### config.mk
export PLATFORM = sky130hd
export DESIGN_NAME = tt_pin_vector_player
export DESIGN_NICKNAME = d
export VERILOG_FILES = /design/src/rtl/tt_pin_vector_player.sv
export SDC_FILE = /design/constraint.sdc
export NUM_CORES = 1
export LEC_CHECK = 0
export ABC_AREA = 1
export CAP_MARGIN = 5
export CORE_ASPECT_RATIO = 1.75
export CORE_MARGIN = 1
export CORE_UTILIZATION = 50
export DETAILED_ROUTE_END_ITERATION = 10
export PLACE_DENSITY = 0.67
export SYNTH_ARGS = -nofsm -noshare
export SYNTH_HDL_FRONTEND = slang
export SYNTH_SLANG_ARGS = --single-unit
### constraint.sdc
create_clock -name clk -period 5.3 [get_ports clk]
set_clock_uncertainty 0.1 [all_clocks]
set_input_delay 1.06 -clock clk [delete_from_list [all_inputs] [get_ports clk]]
set_output_delay 1.06 -clock clk [all_outputs]
set_load 0.03 [all_outputs]
### src/rtl/tt_pin_vector_player.sv
// rtl/tt_pin_vector_player.sv - plays stored pin vectors into a Tiny Tapeout user design and checks uo_out
// Optional macro TT_PLAYER_CAPTURE_EN adds fail_obs, the raw uo_out of the first failing vector of a run.
module tt_pin_vector_player #(
  parameter int DEPTH      = 16,
  parameter int SETTLE     = 2,
  parameter int RST_CYCLES = 4,
  parameter int ERRW       = 8
) (
  input  logic                     clk,
  input  logic                     rst_n,
  input  logic                     ena,
  input  logic                     ld_valid,
  output logic                     ld_ready,
  input  logic [31:0]              ld_data,
  input  logic                     ld_clear,
  input  logic                     start,
  output logic [7:0]               dut_ui_in,
  output logic [7:0]               dut_uio_in,
  output logic                     dut_rst_n,
  input  logic [7:0]               dut_uo_out,
  output logic                     busy,
  output logic                     done,
  output logic                     pass,
  output logic [ERRW-1:0]          err_count,
  output logic [$clog2(DEPTH)-1:0] first_fail_idx,
  output logic                     fail_seen
`ifdef TT_PLAYER_CAPTURE_EN
  ,
  output logic [7:0]               fail_obs
`endif
);
  localparam int IW = $clog2(DEPTH);
  localparam int CW = $clog2(RST_CYCLES + SETTLE) + 1;
  localparam logic [IW:0]   FULL     = (IW+1)'(DEPTH);
  localparam logic [CW-1:0] RST_LAST = CW'(RST_CYCLES - 1);
  localparam logic [CW-1:0] WAIT_LAST = CW'(SETTLE - 2);

  typedef enum logic [2:0] {S_IDLE, S_DRST, S_APPLY, S_WAIT, S_CHECK, S_DONE} state_t;

  state_t          state_q, state_d;
  logic [IW:0]     count_q, count_d;
  logic [IW-1:0]   idx_q, idx_d, ffi_q, ffi_d;
  logic [CW-1:0]   cnt_q, cnt_d;
  logic [7:0]      ui_q, ui_d, uio_q, uio_d;
  logic [ERRW-1:0] err_q, err_d;
  logic            dut_rst_n_q, dut_rst_n_d;
  logic            busy_q, busy_d, done_q, done_d, pass_q, pass_d;
  logic            fail_seen_q, fail_seen_d;
  logic [31:0]     mem_q [DEPTH];
  logic [31:0]     cur;
  logic            idle_like, wr_en, run_start, vec_fail, first_fail;

  assign idle_like  = (state_q == S_IDLE) || (state_q == S_DONE);
  assign ld_ready   = idle_like && (count_q < FULL);
  assign wr_en      = ena && ld_valid && ld_ready && !ld_clear;
  assign run_start  = ena && idle_like && start;
  assign cur        = mem_q[idx_q];
  assign vec_fail   = |((dut_uo_out ^ cur[15:8]) & cur[7:0]);
  assign first_fail = ena && (state_q == S_CHECK) && vec_fail && !fail_seen_q;

  always_comb begin
    state_d     = state_q;
    count_d     = count_q;
    idx_d       = idx_q;
    cnt_d       = cnt_q;
    ui_d        = ui_q;
    uio_d       = uio_q;
    err_d       = err_q;
    ffi_d       = ffi_q;
    fail_seen_d = fail_seen_q;
    dut_rst_n_d = dut_rst_n_q;
    busy_d      = busy_q;
    done_d      = done_q;
    pass_d      = pass_q;
    if (ena) begin
      if (idle_like && ld_clear) count_d = '0;
      else if (wr_en)            count_d = count_q + 1'b1;
      // Status flags trail the state by one cycle, so done rises one cycle after DONE is entered.
      busy_d = (state_q != S_IDLE) && (state_q != S_DONE);
      done_d = (state_q == S_DONE);
      pass_d = (state_q == S_DONE) && (err_q == '0);
      case (state_q)
        S_IDLE, S_DONE: begin
          if (start) begin
            err_d       = '0;
            ffi_d       = '0;
            fail_seen_d = 1'b0;
            done_d      = 1'b0;
            pass_d      = 1'b0;
            cnt_d       = '0;
            state_d     = (count_q == '0) ? S_DONE : S_DRST;
          end
        end
        S_DRST: begin
          dut_rst_n_d = 1'b0;
          if (cnt_q == RST_LAST) begin
            cnt_d   = '0;
            idx_d   = '0;
            state_d = S_APPLY;
          end else begin
            cnt_d = cnt_q + 1'b1;
          end
        end
        S_APPLY: begin
          ui_d        = cur[31:24];
          uio_d       = cur[23:16];
          dut_rst_n_d = 1'b1;
          cnt_d       = '0;
          state_d     = (SETTLE == 1) ? S_CHECK : S_WAIT;
        end
        S_WAIT: begin
          if (cnt_q == WAIT_LAST) state_d = S_CHECK;
          else                    cnt_d   = cnt_q + 1'b1;
        end
        S_CHECK: begin
          if (vec_fail && (err_q != '1)) err_d = err_q + 1'b1;
          if (first_fail) begin
            ffi_d       = idx_q;
            fail_seen_d = 1'b1;
          end
          if ({1'b0, idx_q} == count_q - 1'b1) begin
            state_d = S_DONE;
          end else begin
            idx_d   = idx_q + 1'b1;
            state_d = S_APPLY;
          end
        end
        default: state_d = S_IDLE;
      endcase
    end
  end

  always_ff @(posedge clk or negedge rst_n) begin
    if (!rst_n) begin
      state_q     <= S_IDLE;
      count_q     <= '0;
      idx_q       <= '0;
      cnt_q       <= '0;
      ui_q        <= '0;
      uio_q       <= '0;
      err_q       <= '0;
      ffi_q       <= '0;
      fail_seen_q <= 1'b0;
      dut_rst_n_q <= 1'b0;
      busy_q      <= 1'b0;
      done_q      <= 1'b0;
      pass_q      <= 1'b0;
    end else begin
      state_q     <= state_d;
      count_q     <= count_d;
      idx_q       <= idx_d;
      cnt_q       <= cnt_d;
      ui_q        <= ui_d;
      uio_q       <= uio_d;
      err_q       <= err_d;
      ffi_q       <= ffi_d;
      fail_seen_q <= fail_seen_d;
      dut_rst_n_q <= dut_rst_n_d;
      busy_q      <= busy_d;
      done_q      <= done_d;
      pass_q      <= pass_d;
    end
  end

  // Slots past count are dead, so the store itself needs no reset.
  always_ff @(posedge clk) begin
    if (wr_en) mem_q[count_q[IW-1:0]] <= ld_data;
  end

`ifdef TT_PLAYER_CAPTURE_EN
  logic [7:0] obs_q, obs_d;

  always_comb begin
    obs_d = obs_q;
    if (run_start)       obs_d = '0;
    else if (first_fail) obs_d = dut_uo_out;
  end

  always_ff @(posedge clk or negedge rst_n) begin
    if (!rst_n) obs_q <= '0;
    else        obs_q <= obs_d;
  end

  assign fail_obs = obs_q;
`else
  // No capture register: first_fail only steers first_fail_idx and fail_seen.
`endif

  assign dut_ui_in      = ui_q;
  assign dut_uio_in     = uio_q;
  assign dut_rst_n      = dut_rst_n_q;
  assign busy           = busy_q;
  assign done           = done_q;
  assign pass           = pass_q;
  assign err_count      = err_q;
  assign first_fail_idx = ffi_q;
  assign fail_seen      = fail_seen_q;

endmodule

==> metrics.yaml <==
wire_per_inst_um: 22.0
antenna_found_initial: 0
syn-cell-area_sq_um: 23000
ys.flop_type: "edfxtp_1"
finalCriticalPeriod_ps: 3640
slew-limit-headroom: 0.226
worstSetupStartpointType: "register"
clk_path_buf_depth: 3
globalplace.congestion: 0.830
vias: 15200
synth_edf_count: 512
slew_violations: 0
drc: 0
crit_required_ps: 5390
coreArea_sq_um: 45200
hold_viol: 0
reg2reg_from: "state_q[0]$_DFFE_PN0P_"
fmax_ghz: 0.275
drt-initial-drc-count: 1340
p_leak_nw: 9.27
syn_to_final_growth_pct: 12.8
drive_above_1_share: 0.0661
grt_pass1_wl_um: 88000
clk_pin_slew_worst_paths_ps: 60
worstPathMaxFanout: 32
grt_setup_unrepaired: "false"
clkLatencyLatePin_ps: 580
drtPass1Iterations: 5
yosys_warnings: 0
post_cts_buffers: 0
setup_slack_ps: 1660
setup_viol: 0
die_area_sq_um: 46900
hold_slack_ps: 386
synth.distinct_cells: 40
dp.cells: 2516
numCtsBuffers: 47
synth-seq-cells: 561
whs_endpoint: "pass$_DFFE_PN0P_"
grt_usage: 0.250
r2r_cells: 10
critPathCaptureType: "register"
rows: 103
grt_max_degree: 158
num_io_pins: 80
grt_pass1_vias: 15300
max-vdd-ir-drop_v: 0.000436
synth_fp_nets: 1993
outcome: "completed"
finalCritPeriodShare: 0.687
clockRootBuffer: "clkbuf_16"
power_density_nw_per_um2: 483
port_buffers: 79
regToRegEndpoint: "mem_q[9][30]$_DFFE_PP_"
pre_cts_slack_ps: 1200
dieWidth_um: 164
r2r_slack_ps: 1660
wirelength_um: 57200
hp-class: "register to register"
hold_path_depth: 2
initial_core_util: 0.509
syn_avg_cell_area_sq_um: 11.9
grt-ovfl-total: 0
arrival_ps: 3730
worstMarginPinSlew_ps: 1160
ctsHoldBuffers: 0
nNetsFinal: 2044
ant_nets: 0
hpwl_um: 33400
clock-sinks: 561
diodes: 0
cts_tree: "built"
final_cells: 2604
h-tree-depth: 2
holdCritStartpoint: "pass$_DFFE_PN0P_"
ys_seq_area_frac: 0.722
syn_inst: 1937
ys_async_sr_fraction: 0.0873
drv_cap: 0
worst-setup-path-type: "register to register"
cts_resized: 0
finalSetupTns_ps: 0
routed_via_density: 5.84
die_h_um: 286
cp-startpoint: "state_q[0]$_DFFE_PN0P_"
worst max path at each step:
stage	endpoint	depth (start not counted)
2_1_floorplan	mem_q[0][0]$_DFFE_PP_	10
6_report	mem_q[9][30]$_DFFE_PP_	10
3_3_place_gp	mem_q[9][10]$_DFFE_PP_	5
3_5_place_dp	mem_q[9][27]$_DFFE_PP_	5
4_1_cts	mem_q[9][24]$_DFFE_PP_	10
5_1_grt	mem_q[9][30]$_DFFE_PP_	10
per-stage QoR:
stage / utilization / power, W / area, sq um
after floorplan: - / 0.00792 / 23000
after global placement: 0.541 / 0.00916 / 24500
after detailed placement: 0.541 / 0.00922 / 24500
after CTS: 0.573 / 0.0126 / 25900
after global routing: 0.573 / 0.0131 / 25900
final: 0.573 / 0.0125 / 25900
Yosys cell counts, types with 7 or more instances:
cell	count	area share
nand3_1	211	0.046
nand2_1	388	0.063
inv_1	104	0.017
edfxtp_1	512	0.67
inv_2	7	0.0011
o22ai_1	21	0.0057
o211ai_1	23	0.0075
o21ai_0	159	0.035
o21ai_1	9	0.0020
a21oi_1	15	0.0033
nor2_1	221	0.036
dfrtp_1	49	0.053
a31oi_1	17	0.0046
nand4_1	7	0.0019
buf_2	40	0.0087
ha_1	10	0.0054
clkbuf_1	50	0.0082
o221ai_1	44	0.017
cells in the final DEF, fill, tap and decap left out, types with 5 or more instances in the layout:
cell type,instances
inv_2,6
clkbuf_1,19
nand3_1,211
a31oi_1,17
o22ai_1,21
inv_1,104
o211ai_1,23
a21oi_1,15
o221ai_1,44
clkinv_1,5
nand4_1,7
edfxtp_1,512
nor3_1,6
o21ai_1,9
nand2_1,388
clkbuf_16,48
nor2_4,16
buf_12,8
buf_4,21
o21ai_0,159
clkdlybuf4s50_1,78
ha_1,10
dfrtp_1,46
nor2_1,204
report_power, final:
part / total (W) / internal, W / switching, W
sequential: 0.00520 / 0.00500 / 0.000204
combinational: 0.00394 / 0.00118 / 0.00276
clock: 0.00339 / 0.00183 / 0.00156
cell families after synthesis:
| kind of cell | after synthesis | synth area share |
|---|---|---|
| and+or+nand+nor | 850 | 0.154 |
| AOI/OAI and AO/OA | 291 | 0.0755 |
| adders and majority gates | 10 | 0.00544 |
| buffers and inverters | 219 | 0.0410 |
| xor gates and xnor gates | 6 | 0.00229 |
| DFF | 561 | 0.722 |
routing by layer:
metal,vias up,track usage,share of wire
li1,6964,-,-
met1,7520,0.308,0.38
met2,596,0.436,0.52
met3,128,0.0290,0.059
met4,0,0.113,0.042
met5,-,0,0
flip-flops by register name, indices dropped and copies added, names as in the netlist, 3 cells and up:
name	cells
idx_q	4
dut_uio_in	8
cnt_q	4
state_q	3
mem_q	512
err_count	8
count_q	5
first_fail_idx	4
dut_ui_in	8
worst max-delay path, cell delays in order, from the launching register on:
cell and delay [ps]:
dfrtp_1 400, inv_1 100, nor2_2 160, nor2_1 90, nor2_1 170, inv_2 80, nor2_1 190, nand3_1 150
nor2_1 460, nand2_1 380, nor2_4 960
final cells by class:
class	instances	area, sq um
multi-input combinational	1157	5580
sequential	561	16600
tap	577	722
timing repair buffer	108	1100
inverter	113	432
clock buffer	70	1310
fill	3579	19300
clock inverter	18	171
Note: power is estimated with default switching activity, not from simulation.
